### config.mk
export PLATFORM = sky130hd
export DESIGN_NAME = mul_share_arbiter_flat
export DESIGN_NICKNAME = d
export VERILOG_FILES = /design/src/rtl/mul_share_arbiter_if.sv /design/src/rtl/mul_share_arbiter.sv /design/src/flat_wrapper.sv
export SDC_FILE = /design/constraint.sdc
export NUM_CORES = 1
export LEC_CHECK = 0
export ABC_AREA = 1
export CAP_MARGIN = 25
export CORE_MARGIN = 10
export CORE_UTILIZATION = 33
export DETAILED_ROUTE_END_ITERATION = 8
export GPL_TIMING_DRIVEN = 0
export PLACE_DENSITY = 0.59
export SYNTH_ARGS = -nofsm -noshare
export SYNTH_HDL_FRONTEND = slang
export SYNTH_SLANG_ARGS = --single-unit
### constraint.sdc
create_clock -name i_clk -period 2.2 [get_ports i_clk]
set_clock_uncertainty 0.2 [all_clocks]
set_input_delay 0.22 -clock i_clk [delete_from_list [all_inputs] [get_ports i_clk]]
set_output_delay 0.22 -clock i_clk [all_outputs]
set_load 0.05 [all_outputs]
### src/rtl/mul_share_arbiter_if.sv
// ---------------------------------------------------------------------------
// mul_share_arbiter_if
// Bundles the requester-side and multiplier-side signals of the shared
// multiplier arbiter.
//   slave  modport : the arbiter itself (consumes req/operands/mul results,
//                    drives grants, responses and the multiplier controls)
//   master modport : the environment (requesting clients plus the
//                    multiplier instance)
// Signals:
//   req[N_REQ]          level request per client, held until own resp_valid
//   a_i/b_i[N_REQ*DW]   packed operands, slice k belongs to client k
//   gnt[N_REQ]          one-hot current owner
//   resp_valid[N_REQ]   one-hot single-cycle response strobe
//   resp_data[2*DW]     product (0 on timeout), qualified by resp_valid
//   resp_err            timeout flag, qualified by resp_valid
//   busy                arbiter not idle
//   mul_start           single-cycle start pulse to the multiplier
//   mul_multiplicand    operand A to the multiplier
//   mul_multipliers     operand B to the multiplier
//   mul_ready           multiplier done (rising edge marks completion)
//   mul_product         multiplier result
// ---------------------------------------------------------------------------
interface mul_share_arbiter_if #(
  parameter int N_REQ = 4,
  parameter int DW    = 4
);
  logic [N_REQ-1:0]    req;
  logic [N_REQ*DW-1:0] a_i;
  logic [N_REQ*DW-1:0] b_i;
  logic [N_REQ-1:0]    gnt;
  logic [N_REQ-1:0]    resp_valid;
  logic [2*DW-1:0]     resp_data;
  logic                resp_err;
  logic                busy;
  logic                mul_start;
  logic [DW-1:0]       mul_multiplicand;
  logic [DW-1:0]       mul_multipliers;
  logic                mul_ready;
  logic [2*DW-1:0]     mul_product;

  modport slave (
    input  req, a_i, b_i, mul_ready, mul_product,
    output gnt, resp_valid, resp_data, resp_err, busy,
           mul_start, mul_multiplicand, mul_multipliers
  );

  modport master (
    output req, a_i, b_i, mul_ready, mul_product,
    input  gnt, resp_valid, resp_data, resp_err, busy,
           mul_start, mul_multiplicand, mul_multipliers
  );
endinterface

### src/rtl/mul_share_arbiter.sv
// ---------------------------------------------------------------------------
// mul_share_arbiter
// Shares one sequential multiplier between N_REQ clients. A round-robin
// search picks a requester, its operands are latched and presented to the
// multiplier, a start pulse is issued, and the product is returned on the
// winner's resp_valid strobe. A watchdog ends the wait after TIMEOUT cycles
// and returns resp_err=1 with a zero product.
// Ports:
//   i_clk  rising-edge clock
//   i_rst  asynchronous active-high reset (drops any in-flight operation)
//   bus    mul_share_arbiter_if.slave (requester and multiplier signals)
// ---------------------------------------------------------------------------
module mul_share_arbiter #(
  parameter int N_REQ   = 4,
  parameter int DW      = 4,
  parameter int TIMEOUT = 64
) (
  input  logic                 i_clk,
  input  logic                 i_rst,
  mul_share_arbiter_if.slave   bus
);

  localparam int IW = (N_REQ > 1) ? $clog2(N_REQ) : 1;
  localparam int CW = (TIMEOUT > 1) ? $clog2(TIMEOUT) : 1;

  typedef enum logic [1:0] {
    ST_IDLE  = 2'd0,
    ST_ISSUE = 2'd1,
    ST_WAIT  = 2'd2,
    ST_RESP  = 2'd3
  } state_t;

  state_t        r_state;
  logic [IW-1:0] r_ptr;
  logic [IW-1:0] r_win;
  logic [CW-1:0] r_cnt;
  logic          r_ready_q;

  logic          w_found;
  logic [IW-1:0] w_win;
  logic          w_done;

  // Index idx+step wrapped modulo N_REQ (step < N_REQ).
  function automatic logic [IW-1:0] f_wrap_add(input logic [IW-1:0] idx, input int step);
    int v_sum;
    v_sum = int'(idx) + step;
    if (v_sum >= N_REQ) begin
      v_sum = v_sum - N_REQ;
    end else begin
      v_sum = v_sum;
    end
    return IW'(v_sum);
  endfunction

  function automatic logic [N_REQ-1:0] f_onehot(input logic [IW-1:0] idx);
    return {{(N_REQ-1){1'b0}}, 1'b1} << idx;
  endfunction

  // Completion is the rising edge of mul_ready, so a ready level left over
  // from an earlier operation cannot complete the current one.
  assign w_done = bus.mul_ready & ~r_ready_q;

  // Round-robin search: first set request at ptr, ptr+1, ... wrapping.
  always_comb begin
    w_found = 1'b0;
    w_win   = {IW{1'b0}};
    for (int i = 0; i < N_REQ; i++) begin
      if (!w_found && bus.req[f_wrap_add(r_ptr, i)]) begin
        w_found = 1'b1;
        w_win   = f_wrap_add(r_ptr, i);
      end else begin
        w_found = w_found;
        w_win   = w_win;
      end
    end
  end

  // Arbitration FSM; every output is registered and aligned with the state
  // it belongs to (mul_start high during ISSUE, resp_valid high during RESP).
  always_ff @(posedge i_clk or posedge i_rst) begin
    if (i_rst) begin
      r_state              <= ST_IDLE;
      r_ptr                <= {IW{1'b0}};
      r_win                <= {IW{1'b0}};
      r_cnt                <= {CW{1'b0}};
      r_ready_q            <= 1'b0;
      bus.gnt              <= {N_REQ{1'b0}};
      bus.resp_valid       <= {N_REQ{1'b0}};
      bus.resp_data        <= {(2*DW){1'b0}};
      bus.resp_err         <= 1'b0;
      bus.busy             <= 1'b0;
      bus.mul_start        <= 1'b0;
      bus.mul_multiplicand <= {DW{1'b0}};
      bus.mul_multipliers  <= {DW{1'b0}};
    end else begin
      r_ready_q <= bus.mul_ready;
      case (r_state)
        ST_IDLE: begin
          if (w_found) begin
            r_win                <= w_win;
            bus.mul_multiplicand <= bus.a_i[w_win*DW +: DW];
            bus.mul_multipliers  <= bus.b_i[w_win*DW +: DW];
            bus.gnt              <= f_onehot(w_win);
            bus.mul_start        <= 1'b1;
            bus.busy             <= 1'b1;
            r_cnt                <= {CW{1'b0}};
            r_state              <= ST_ISSUE;
          end else begin
            r_state <= ST_IDLE;
          end
        end
        ST_ISSUE: begin
          bus.mul_start <= 1'b0;
          r_cnt         <= {CW{1'b0}};
          r_state       <= ST_WAIT;
        end
        ST_WAIT: begin
          // Completion is tested first so it wins over the watchdog limit.
          if (w_done) begin
            bus.resp_data  <= bus.mul_product;
            bus.resp_err   <= 1'b0;
            bus.resp_valid <= f_onehot(r_win);
            r_state        <= ST_RESP;
          end else if (r_cnt == CW'(TIMEOUT - 1)) begin
            bus.resp_data  <= {(2*DW){1'b0}};
            bus.resp_err   <= 1'b1;
            bus.resp_valid <= f_onehot(r_win);
            r_state        <= ST_RESP;
          end else begin
            r_cnt <= r_cnt + 1'b1;
          end
        end
        ST_RESP: begin
          bus.resp_valid <= {N_REQ{1'b0}};
          bus.gnt        <= {N_REQ{1'b0}};
          bus.busy       <= 1'b0;
          r_ptr          <= f_wrap_add(r_win, 1);
          r_state        <= ST_IDLE;
        end
        default: begin
          bus.resp_valid <= {N_REQ{1'b0}};
          bus.gnt        <= {N_REQ{1'b0}};
          bus.busy       <= 1'b0;
          bus.mul_start  <= 1'b0;
          r_state        <= ST_IDLE;
        end
      endcase
    end
  end

endmodule

### src/flat_wrapper.sv
// flat-port wrapper written by rule: the top's interface ports become plain ports
module mul_share_arbiter_flat 
#(
  parameter int N_REQ   = 4,
  parameter int DW      = 4,
  parameter int TIMEOUT = 64
)
  (i_clk, i_rst, bus_req, bus_a_i, bus_b_i, bus_mul_ready, bus_mul_product, bus_gnt, bus_resp_valid, bus_resp_data, bus_resp_err, bus_busy, bus_mul_start, bus_mul_multiplicand, bus_mul_multipliers);
  mul_share_arbiter_if #(.N_REQ(N_REQ), .DW(DW)) bus_i ();
  input  logic i_clk;
  input  logic i_rst;
  input wire logic [$bits(bus_i.req)-1:0] bus_req;
  input wire logic [$bits(bus_i.a_i)-1:0] bus_a_i;
  input wire logic [$bits(bus_i.b_i)-1:0] bus_b_i;
  input wire logic [$bits(bus_i.mul_ready)-1:0] bus_mul_ready;
  input wire logic [$bits(bus_i.mul_product)-1:0] bus_mul_product;
  output wire logic [$bits(bus_i.gnt)-1:0] bus_gnt;
  output wire logic [$bits(bus_i.resp_valid)-1:0] bus_resp_valid;
  output wire logic [$bits(bus_i.resp_data)-1:0] bus_resp_data;
  output wire logic [$bits(bus_i.resp_err)-1:0] bus_resp_err;
  output wire logic [$bits(bus_i.busy)-1:0] bus_busy;
  output wire logic [$bits(bus_i.mul_start)-1:0] bus_mul_start;
  output wire logic [$bits(bus_i.mul_multiplicand)-1:0] bus_mul_multiplicand;
  output wire logic [$bits(bus_i.mul_multipliers)-1:0] bus_mul_multipliers;
  assign bus_i.req = bus_req;
  assign bus_i.a_i = bus_a_i;
  assign bus_i.b_i = bus_b_i;
  assign bus_i.mul_ready = bus_mul_ready;
  assign bus_i.mul_product = bus_mul_product;
  assign bus_gnt = bus_i.gnt;
  assign bus_resp_valid = bus_i.resp_valid;
  assign bus_resp_data = bus_i.resp_data;
  assign bus_resp_err = bus_i.resp_err;
  assign bus_busy = bus_i.busy;
  assign bus_mul_start = bus_i.mul_start;
  assign bus_mul_multiplicand = bus_i.mul_multiplicand;
  assign bus_mul_multipliers = bus_i.mul_multipliers;
  mul_share_arbiter #(.N_REQ(N_REQ), .DW(DW), .TIMEOUT(TIMEOUT)) u_core (.i_clk(i_clk), .i_rst(i_rst), .bus(bus_i));
endmodule
# [Word-level counts from Yosys, hierarchy flattened]
# Cells that the tools add are included.
[totals] in_bits=47 mem_count=0 latch_bits=0 register_bits=40 romBits=0 ramBits=0
[op_classes] bitwise=2 add_sub_neg=10 mul=0 shift=4 reduce_logical=18 magnitude_cmp=9 n_mux=41 n_eq_ne=8 n_div=0
[ops] op="$shiftx 16x5->4" count=2
[ops] op="$mux 2" count=11
[ops] op="$mux 6" count=3
[ops] op="$pmux 6 s3" count=1
[ops] op="$mux 8" count=2
[ops] op="$pmux 4 s2" count=2
[ops] op="$ge 3x3->1 const B" count=4
[ops] op="$lt 2x3->1 const B" count=4
[ops] op="$mux 1" count=12
[ops] op="$mux 4" count=3
[ops] op="$reduce_and 2->1" count=5
[ops] op="$sub 2x1->2 const B" count=5
[ops] op="$bmux 1 s2" count=4
[ops] op="$pmux 2 s4" count=1
[ops] op="$reduce_bool 2->1" count=4
[ops] op="$shl 1x2->4 const A" count=2
[ops] op="$add 2x1->3 const B" count=2
[ops] op="$add 2x2->3 const B" count=2
[ops] op="$add 6x1->6 const B" count=1
[ops] op="$eq 6x6->1 const B" count=1
[ops] op="$eq 2x2->1 const B" count=2
[ops] op="$ne 2x2->1 const B" count=2
[ops] op="$pmux 1 s2" count=2
[ops] op="$reduce_and 4->1" count=1
[ops] op="other kinds (10)" count=14

# [Longest topological paths before layout]
# Gate-level depths: netlist (run 1).
[depth] ltp_word=17 ltp_mapped=16 depth_no_buf=15

# [Worst setup path before layout (run 1)]
# OpenSTA, ideal clock, no wires.
[synth_path] kind="register to register" start="reg u_core.r_state[0]" end="reg u_core.r_cnt[2]" required_time_ns=1.905 setup_time_ns=0.095 synth_period_minus_slack_ns=2.055 arrival_time_ns=1.760 n_path_buf=1 path_stages_with_launch=12 slack_ns=0.145 path_cell_list="dfrtp_1 inv_1 ha_1 inv_2 nor2_1 inv_2 nand2_1 nor2_1 nand2_1 buf_2 nand2_1 o31ai_1"
[synth_via] elab_chain_len=3
[synth_rtl] item="start, declared" line_no="mul_share_arbiter.sv:33" source="state_t r_state;"
[synth_rtl] item="start signal, assigned" line_no="mul_share_arbiter.sv:82" source="r_state <= ST_IDLE;"
[synth_rtl] item="start signal, assigned" line_no="mul_share_arbiter.sv:107" source="r_state <= ST_ISSUE;"
[synth_rtl] item="start signal, assigned" line_no="mul_share_arbiter.sv:109" source="r_state <= ST_IDLE;"
[synth_rtl] item="$eq 2x2->1, or another cell as far along" line_no="mul_share_arbiter.sv:97" source="case (r_state)"
[synth_rtl] item="$ne 2x2->1 (no source line), or another cell as far along"
[synth_rtl] item="$reduce_and 4->1 (no source line)"
[synth_rtl] item="end signal, assigned" line_no="mul_share_arbiter.sv:106" source="r_cnt <= {CW{1'b0}};"
[synth_rtl] item="end signal, assigned" line_no="mul_share_arbiter.sv:114" source="r_cnt <= {CW{1'b0}};"
[synth_rtl] item="end signal, assigned" line_no="mul_share_arbiter.sv:130" source="r_cnt <= r_cnt + 1'b1;"
[synth_rtl] item="end, declared" line_no="mul_share_arbiter.sv:36" source="logic [CW-1:0] r_cnt;"
# Several ways; a longest one is shown, not always the timed one.
# A chain may end at the register's enable or synchronous reset.

# [Worst setup path in the final report (run 1)]
[layout_path] start="reg u_core.r_ptr[0]" end="reg u_core.bus.mul_multiplicand[3] (netlist name)"
[layout_via] elab_chain_len=15
[layout_rtl] item="start, declared" line_no="mul_share_arbiter.sv:34" source="logic [IW-1:0] r_ptr;"
[layout_rtl] item="start signal, assigned" line_no="mul_share_arbiter.sv:83" source="r_ptr <= {IW{1'b0}};"
[layout_rtl] item="start signal, assigned" line_no="mul_share_arbiter.sv:137" source="r_ptr <= f_wrap_add(r_win, 1);"
[layout_rtl] item="parallel branches: the longest is 15 deep, another holds $add 2x1->3"
[layout_rtl] item="end signal, assigned" line_no="mul_share_arbiter.sv:93" source="bus.mul_multiplicand <= {DW{1'b0}};"
[layout_rtl] item="end signal, assigned" line_no="mul_share_arbiter.sv:101" source="bus.mul_multiplicand <= bus.a_i[w_win*DW +: DW];"
[layout_rtl] item="end, declared" line_no="mul_share_arbiter_if.sv:44" source="mul_start, mul_multiplicand, mul_multipliers"
# Parallel ways; which one is timed is not known. The select of a mux whose other input is x is not followed.

==> results of run 1 <==
==> synthesized netlist by cell type (2+ instances only) <==
library cell / count
dfrtp_1: 40
inv_2: 8
nand2_2: 16
nor2_1: 6
nand2_4: 3
o21ai_1: 3
nor2_2: 2
xor2_1: 3
o21ai_0: 15
nand3_2: 2
buf_6: 2
nand2_8: 2
nand4_1: 3
nand2_1: 133
a21oi_1: 3
nand3_1: 36
inv_1: 24
ha_1: 9
buf_2: 3
o31ai_1: 4
==> worst paths after layout <==
check	start	end	slack, ps	cells after the start
hold reg to reg	u_core.bus.mul_multipliers[3]$_DFFE_PP0P_	u_core.bus.mul_multipliers[3]$_DFFE_PP0P_	280	2
hold / removal	bus_mul_ready	u_core.r_ready_q$_DFF_PP0_	200	1
setup / recovery	u_core.r_ptr[0]$_DFFE_PP0P_	u_core.bus.mul_multiplicand[3]$_DFFE_PP0P_	110	15
setup reg to reg	u_core.r_ptr[0]$_DFFE_PP0P_	u_core.bus.mul_multiplicand[3]$_DFFE_PP0P_	110	15
max in group asynchronous	i_rst	u_core.r_ptr[0]$_DFFE_PP0P_	1000	2
min in group asynchronous	i_rst	u_core.bus.resp_data[1]$_DFFE_PP0P_	220	2
==> timing repair <==
item | CTS | global route
endpoints found under the setup margin | 6 | 23
gates cloned | 0 | 2
resized for setup | 2 | 25
pin swaps | 1 | 5
setup buffers | 0 | 15
==> power by group through the flow <==
stage          clock [uW]  combinational [uW]  sequential, uW
3_3_place_gp            0                3940            1210
4_1_cts               479                3990            1210
3_5_place_dp            0                3970            1220
5_1_grt               509                4820            1260
2_1_floorplan           0                2190            1900
6_report              452                4350            1220
==> per-stage QoR <==
| step | std cells | instance area, sq um | setup TNS [ps] |
|---|---|---|---|
| floorplan | 329 | 2470 | 0 |
| global placement | 501 | 3330 | -3880 |
| detailed placement | 501 | 3330 | -2780 |
| CTS | 508 | 3410 | 0 |
| global route | 525 | 3610 | -60.5 |
| finish | 525 | 3610 | 0 |
==> cell type report <==
cell class                      count  area [sq um]
Fill cell                         743          3680
Multi-Input combinational cell    250          1360
Sequential cell                    40          1000
Timing Repair Buffer               89           848
Inverter                           33           129
Tap cell                           99           124
Clock buffer                        6          72.6
Buffer                              7          72.6
Clock inverter                      1          5.00
==> worst register-to-register path: stages, from the launching register on <==
cell and delay (ps):
dfrtp_2 450, buf_4 160, nand2_2 80, nand3_2 110, nand2_4 140, nor2_2 70, nor2_4 130, nand2_8 100
buf_4 150, nand2_4 80, nand2_1 50, nand2_1 60, nand2_1 50, nand2_1 90, nand2_1 60, nand2_1 60
==> metal layers <==
| layer | global-route usage | wire length [um] | vias to the layer above |
|---|---|---|---|
| met5 | 0 | 0 | - |
| met3 | 0.0443 | 537 | 4 |
| li1 | - | - | 1234 |
| met2 | 0.187 | 3110 | 53 |
| met4 | 0.0261 | 30 | 0 |
| met1 | 0.149 | 3170 | 1051 |
==> layout by cell type, fill, tap and decap left out, types with 7 or more instances in the layout <==
master / instances
buf_4: 16
clkdlybuf4s50_1: 73
dfrtp_1: 38
ha_1: 8
inv_1: 23
inv_2: 7
nand2_1: 127
nand2_2: 21
nand3_1: 36
o21ai_0: 15
==> sequential cells by signal, summed over array words and instances, names as in the netlist <==
register	flops
u_core.r_ptr	2
u_core.bus.resp_valid	4
u_core.bus.resp_err	1
u_core.r_cnt	6
u_core.r_state	2
u_core.r_ready_q	1
u_core.bus.gnt	4
u_core.bus.mul_start	1
u_core.bus.mul_multiplicand	4
u_core.bus.mul_multipliers	4
u_core.r_win	2
u_core.bus.resp_data	8
u_core.bus.busy	1
==> cells by family (layout without fill, tap and decap cells) <==
family	count (synthesis)	after routing
simple gates	208	209
flops	40	40
buf+inv	40	136
compound gates	28	28
fa+ha+maj	9	9
xor+xnor	4	4
==> flow_metrics.py, run 1 <==
metrics = {
    "run_status": {
        "status": "finished, final reports clean",
    },
    "setup_path": {
        "cp_slowest_cell": "dfrtp_2",
        "crit_chain": "buf_4, nand2_2, nand3_2, nand2_4, nor2_2, nor2_4, nand2_8, buf_4, nand2_4, nand2_1, nand2_1, nand2_1, nand2_1, nand2_1, nand2_1",
        "path_common_cell": "nand2_1",
        "endpoint_kind": "register",
        "cpLargestDelayFamily": "simple AND/OR/NAND/NOR gates",
        "worstPathRequired_ps": 2220,
        "path_max_fanout": 7,
        "cp-start-kind": "register",
        "timing.setup.critical_path_class": "reg2reg",
        "arrival_ps": 2120,
        "crit_buf_inv": 2,
        "max_stage_delay_ps": 450,
    },
    "global_routing": {
        "overflow": 0,
        "grt_max_degree": 41,
        "grt_pass1_wl_mm": 11.2,
        "grt_pass1_vias": 2265,
        "track_usage": 0.118,
        "antenna_found_initial": 0,
    },
    "floorplanning": {
        "die_area_sq_um": 11400,
        "fp.dieH_um": 107,
        "io_pins": 74,
        "rows": 31,
        "core-area_sq_um": 7290,
        "die_w_um": 107,
        "initial_core_util": 0.339,
    },
    "clock_network": {
        "root_buffer": "clkbuf_8",
        "clock_latency_ps": 280,
        "post_cts_hold_buffer_count": 0,
        "clk_path_buf_depth": 2,
        "htreeDepth": 2,
        "cts.clk_slew.worst_paths_ps": 70,
        "cts.sinks": 40,
        "numCtsBuffers": 5,
        "cts_tree": "built",
    },
    "pwr": {
        "max-vdd-ir-drop_v": 0.000728,
        "p_leak_uw": 0.00177,
        "swShare": 0.531,
        "clkPwrFrac": 0.075,
        "power.internal_uw": 2830,
        "seq_power_share": 0.203,
        "power_switching_uw": 3200,
        "comb_power_share": 0.722,
        "powerDensity_nw_per_um2": 1670,
        "total_power_uw": 6030,
    },
    "final_layout": {
        "diodes": 0,
        "area.growth.synth_to_final_pct": 46.1,
        "final_nets": 482,
        "utilization": 0.496,
        "final_layout_size_suffix_gt1_frac": 0.190,
    },
    "timing": {
        "drv_slew": 0,
        "hold_viol_final": 0,
        "min_period_over_period": 0.952,
        "whs_ps": 205,
        "slew_headroom": 0.441,
        "finalSetupViolations": 0,
        "setup_ws_ps": 106,
        "rsz0062_at_grt": "yes",
        "fmax_mhz": 477,
        "layout_min_cycle_time_ps": 2090,
        "tightest_slew_ps": 838,
    },
    "synth": {
        "synth.area.top_cells": "dfrtp_1, nand2_1, nand3_1",
        "syn-num-nets": 385,
        "synth_top_family_by_area": "simple AND/OR/NAND/NOR gates",
        "ys_types": 32,
        "synth_cells": 329,
        "ys_warn_count": 0,
        "synthSimpleGateAreaFrac": 0.399,
        "ys_seq_area_frac": 0.404,
        "synth_top_area_share": 0.404,
        "synth_edf_count": 0,
        "synth_compound_area_frac": 0.0642,
        "synth_top_area_cell": "dfrtp_1",
        "ys_seq_elements": 40,
        "synth_ff_type": "dfrtp_1",
        "synth_async_sr_flop_share": 1.00,
        "synthXorXnorAreaFrac": 0.0142,
        "synthMuxAreaShare": 0,
        "syn_avg_cell_area_sq_um": 7.52,
        "syn_area_sq_um": 2470,
        "synthAdderAreaFrac": 0.0455,
    },
    "placed_design": {
        "portBuffers": 73,
        "dp_slack_ps": -407,
        "gp_congestion": 0.797,
        "dpl.hpwl_mm": 5.13,
    },
    "route": {
        "firstDrtPassIters": 4,
        "ant_nets": 0,
        "first_iter_violations": 96,
        "vias": 2342,
        "via_per_inst": 4.46,
        "wl_per_cell_um": 13.0,
        "finalWirelength_mm": 6.85,
        "post-route-drc-count": 0,
    },
    "run": {
        "drv_cap": 0,
    },
    "hold_path": {
        "hp-class": "in2reg",
    },
}
Note: power is estimated with default switching activity, not from simulation.
==> run 2, diff against run 1 <==
--- a/config.mk
+++ b/config.mk
@@ -12,6 +12,7 @@
 export DETAILED_ROUTE_END_ITERATION = 8
 export GPL_TIMING_DRIVEN = 0
 export PLACE_DENSITY = 0.59
+export REMOVE_ABC_BUFFERS = 1
 export SYNTH_ARGS = -nofsm -noshare
 export SYNTH_HDL_FRONTEND = slang
 export SYNTH_SLANG_ARGS = --single-unit
==> flow_metrics.py, run 2 (same netlist as run 1, synthesis figures left out) <==
metrics = {
    "clock_network": {
        "clk_path_buf_depth": 2,
        "root_buffer": "clkbuf_8",
        "htreeDepth": 2,
        "cts.sinks": 40,
        "cts.clk_slew.worst_paths_ps": 80,
        "numCtsBuffers": 5,
        "clock_latency_ps": 300,
        "cts_tree": "built",
    },
    "setup_path": {
        "arrival_ps": 2050,
        "path_max_fanout": 8,
        "endpoint_kind": "register",
        "cp-start-kind": "register",
        "worstPathRequired_ps": 2200,
        "timing.setup.critical_path_class": "reg2reg",
    },
    "final_layout": {
        "area.growth.synth_to_final_pct": 44.4,
        "layout_common_cells": "nand2_1, clkdlybuf4s50_1, dfrtp_1",
        "diodes": 0,
        "multi_input_area_sq_um": 1360,
        "final_layout_size_suffix_gt1_frac": 0.176,
        "final_nets": 475,
        "regMostFlops": "u_core.bus.resp_data",
        "largest_reg_flops": 8,
        "seqCellArea_sq_um": 1000,
        "top_regs": "u_core.bus.resp_data (8), u_core.r_cnt (6)",
        "utilization": 0.490,
        "fillers": 750,
        "final_common_cell": "nand2_1",
    },
    "route": {
        "wl_met3_um": 471,
        "first_iter_violations": 63,
        "ant_nets": 0,
        "finalWirelength_mm": 6.71,
        "wl_met1_mm": 2.93,
        "post-route-drc-count": 0,
        "vias": 2315,
        "routed.top_layer": "met4",
        "via_per_inst": 4.46,
        "dr_wl_met2_mm": 3.21,
        "firstDrtPassIters": 4,
        "wl_per_cell_um": 12.9,
    },
    "hold_path": {
        "hp-class": "in2reg",
    },
    "timing": {
        "whs_ps": 183,
        "finalSetupViolations": 0,
        "layout_min_cycle_time_ps": 2050,
        "slew_headroom": 0.440,
        "drv_slew": 0,
        "min_period_over_period": 0.934,
        "fmax_mhz": 487,
        "fin_setup_tns_ps": 0,
        "hold_viol_final": 0,
        "tightest_slew_ps": 839,
        "setup_ws_ps": 145,
    },
    "floorplanning": {
        "die_w_um": 107,
        "rows": 31,
        "fp.dieH_um": 107,
        "die_area_sq_um": 11400,
        "io_pins": 74,
        "core-area_sq_um": 7290,
        "initial_core_util": 0.339,
    },
    "pwr": {
        "max-vdd-ir-drop_v": 0.000663,
        "total_power_uw": 5950,
        "powerDensity_nw_per_um2": 1660,
        "clkPwrFrac": 0.088,
        "seq_power_share": 0.204,
        "power_switching_uw": 3170,
        "p_leak_uw": 0.00174,
        "swShare": 0.534,
        "power.internal_uw": 2770,
        "comb_power_share": 0.708,
    },
    "placed_design": {
        "gp_congestion": 0.762,
        "dpl.hpwl_mm": 4.92,
        "dp_slack_ps": -629,
        "portBuffers": 73,
    },
    "global_routing": {
        "antenna_found_initial": 0,
        "track_usage": 0.114,
        "grt_pass1_vias": 2297,
        "overflow": 0,
        "grt_max_degree": 41,
        "grt_pass1_wl_mm": 10.8,
    },
    "run_status": {
        "status": "finished, final reports clean",
    },
    "run": {
        "drv_cap": 0,
    },
}
-- run 2: power by group through the flow --
stage / combinational, uW / clock, uW / sequential (uW)
after floorplan: 2000 / 0 / 1930
after global placement: 3690 / 0 / 1240
after detailed placement: 3720 / 0 / 1250
after CTS: 3860 / 542 / 1210
after global routing: 4630 / 577 / 1250
final: 4210 / 525 / 1210
-- run 2: critical path: stages, from the launching register on --
cell and delay, ps:
dfrtp_2 440, buf_4 160, nand2_1 70, nand2_2 70, nand2_2 100, nand2_4 70, nor2_8 110, nand3_4 110
nor2_2 140, nor2_4 70, buf_4 160, nand2_1 70, nand2_1 50, nand2_1 70, nand2_1 60
-- run 2: what timing repair did --
| action | CTS | global route |
|---|---|---|
| resized for setup | 6 | 10 |
| pin swaps | 0 | 7 |
| gates cloned | 0 | 1 |
| hold buffers | 0 | 0 |
| setup endpoints to repair | 22 | 23 |
| setup buffers | 4 | 12 |
-- run 2: area by class of cell --
type | instances | area share
tap | 99 | 0.0347
timing repair buffer | 89 | 0.242
sequential | 40 | 0.281
multi-input combinational | 250 | 0.380
clock buffer | 6 | 0.0231
clock inverter | 2 | 0.00420
inverter | 33 | 0.0361
-- run 2: path summary, 6_finish.rpt --
kind | slack, ps | endpoint | startpoint | cells past startpoint
max in group asynchronous | 1000 | u_core.r_ptr[1]$_DFFE_PP0P_ | i_rst | 2
max | 150 | u_core.bus.mul_multiplicand[2]$_DFFE_PP0P_ | u_core.r_ptr[0]$_DFFE_PP0P_ | 14
min in group asynchronous | 190 | u_core.bus.mul_multiplicand[1]$_DFFE_PP0P_ | i_rst | 2
min | 180 | u_core.r_ready_q$_DFF_PP0_ | bus_mul_ready | 1
min reg2reg | 290 | u_core.bus.mul_multipliers[1]$_DFFE_PP0P_ | u_core.bus.mul_multipliers[1]$_DFFE_PP0P_ | 2
max reg2reg | 150 | u_core.bus.mul_multiplicand[2]$_DFFE_PP0P_ | u_core.r_ptr[0]$_DFFE_PP0P_ | 14
-- run 2: routing by layer --
| metal | global-route usage | vias up |
|---|---|---|
| met5 | 0 | - |
| met4 | 0.0319 | 0 |
| met3 | 0.0443 | 8 |
| met2 | 0.196 | 50 |
| met1 | 0.127 | 1032 |
| li1 | - | 1225 |
-- run 2: through the flow --
| step | instance area (sq um) | instances |
|---|---|---|
| floorplan | 2420 | 322 |
| finish | 3570 | 519 |
| CTS | 3420 | 506 |
| detailed placement | 3270 | 494 |
| global placement | 3270 | 494 |
| global route | 3570 | 519 |
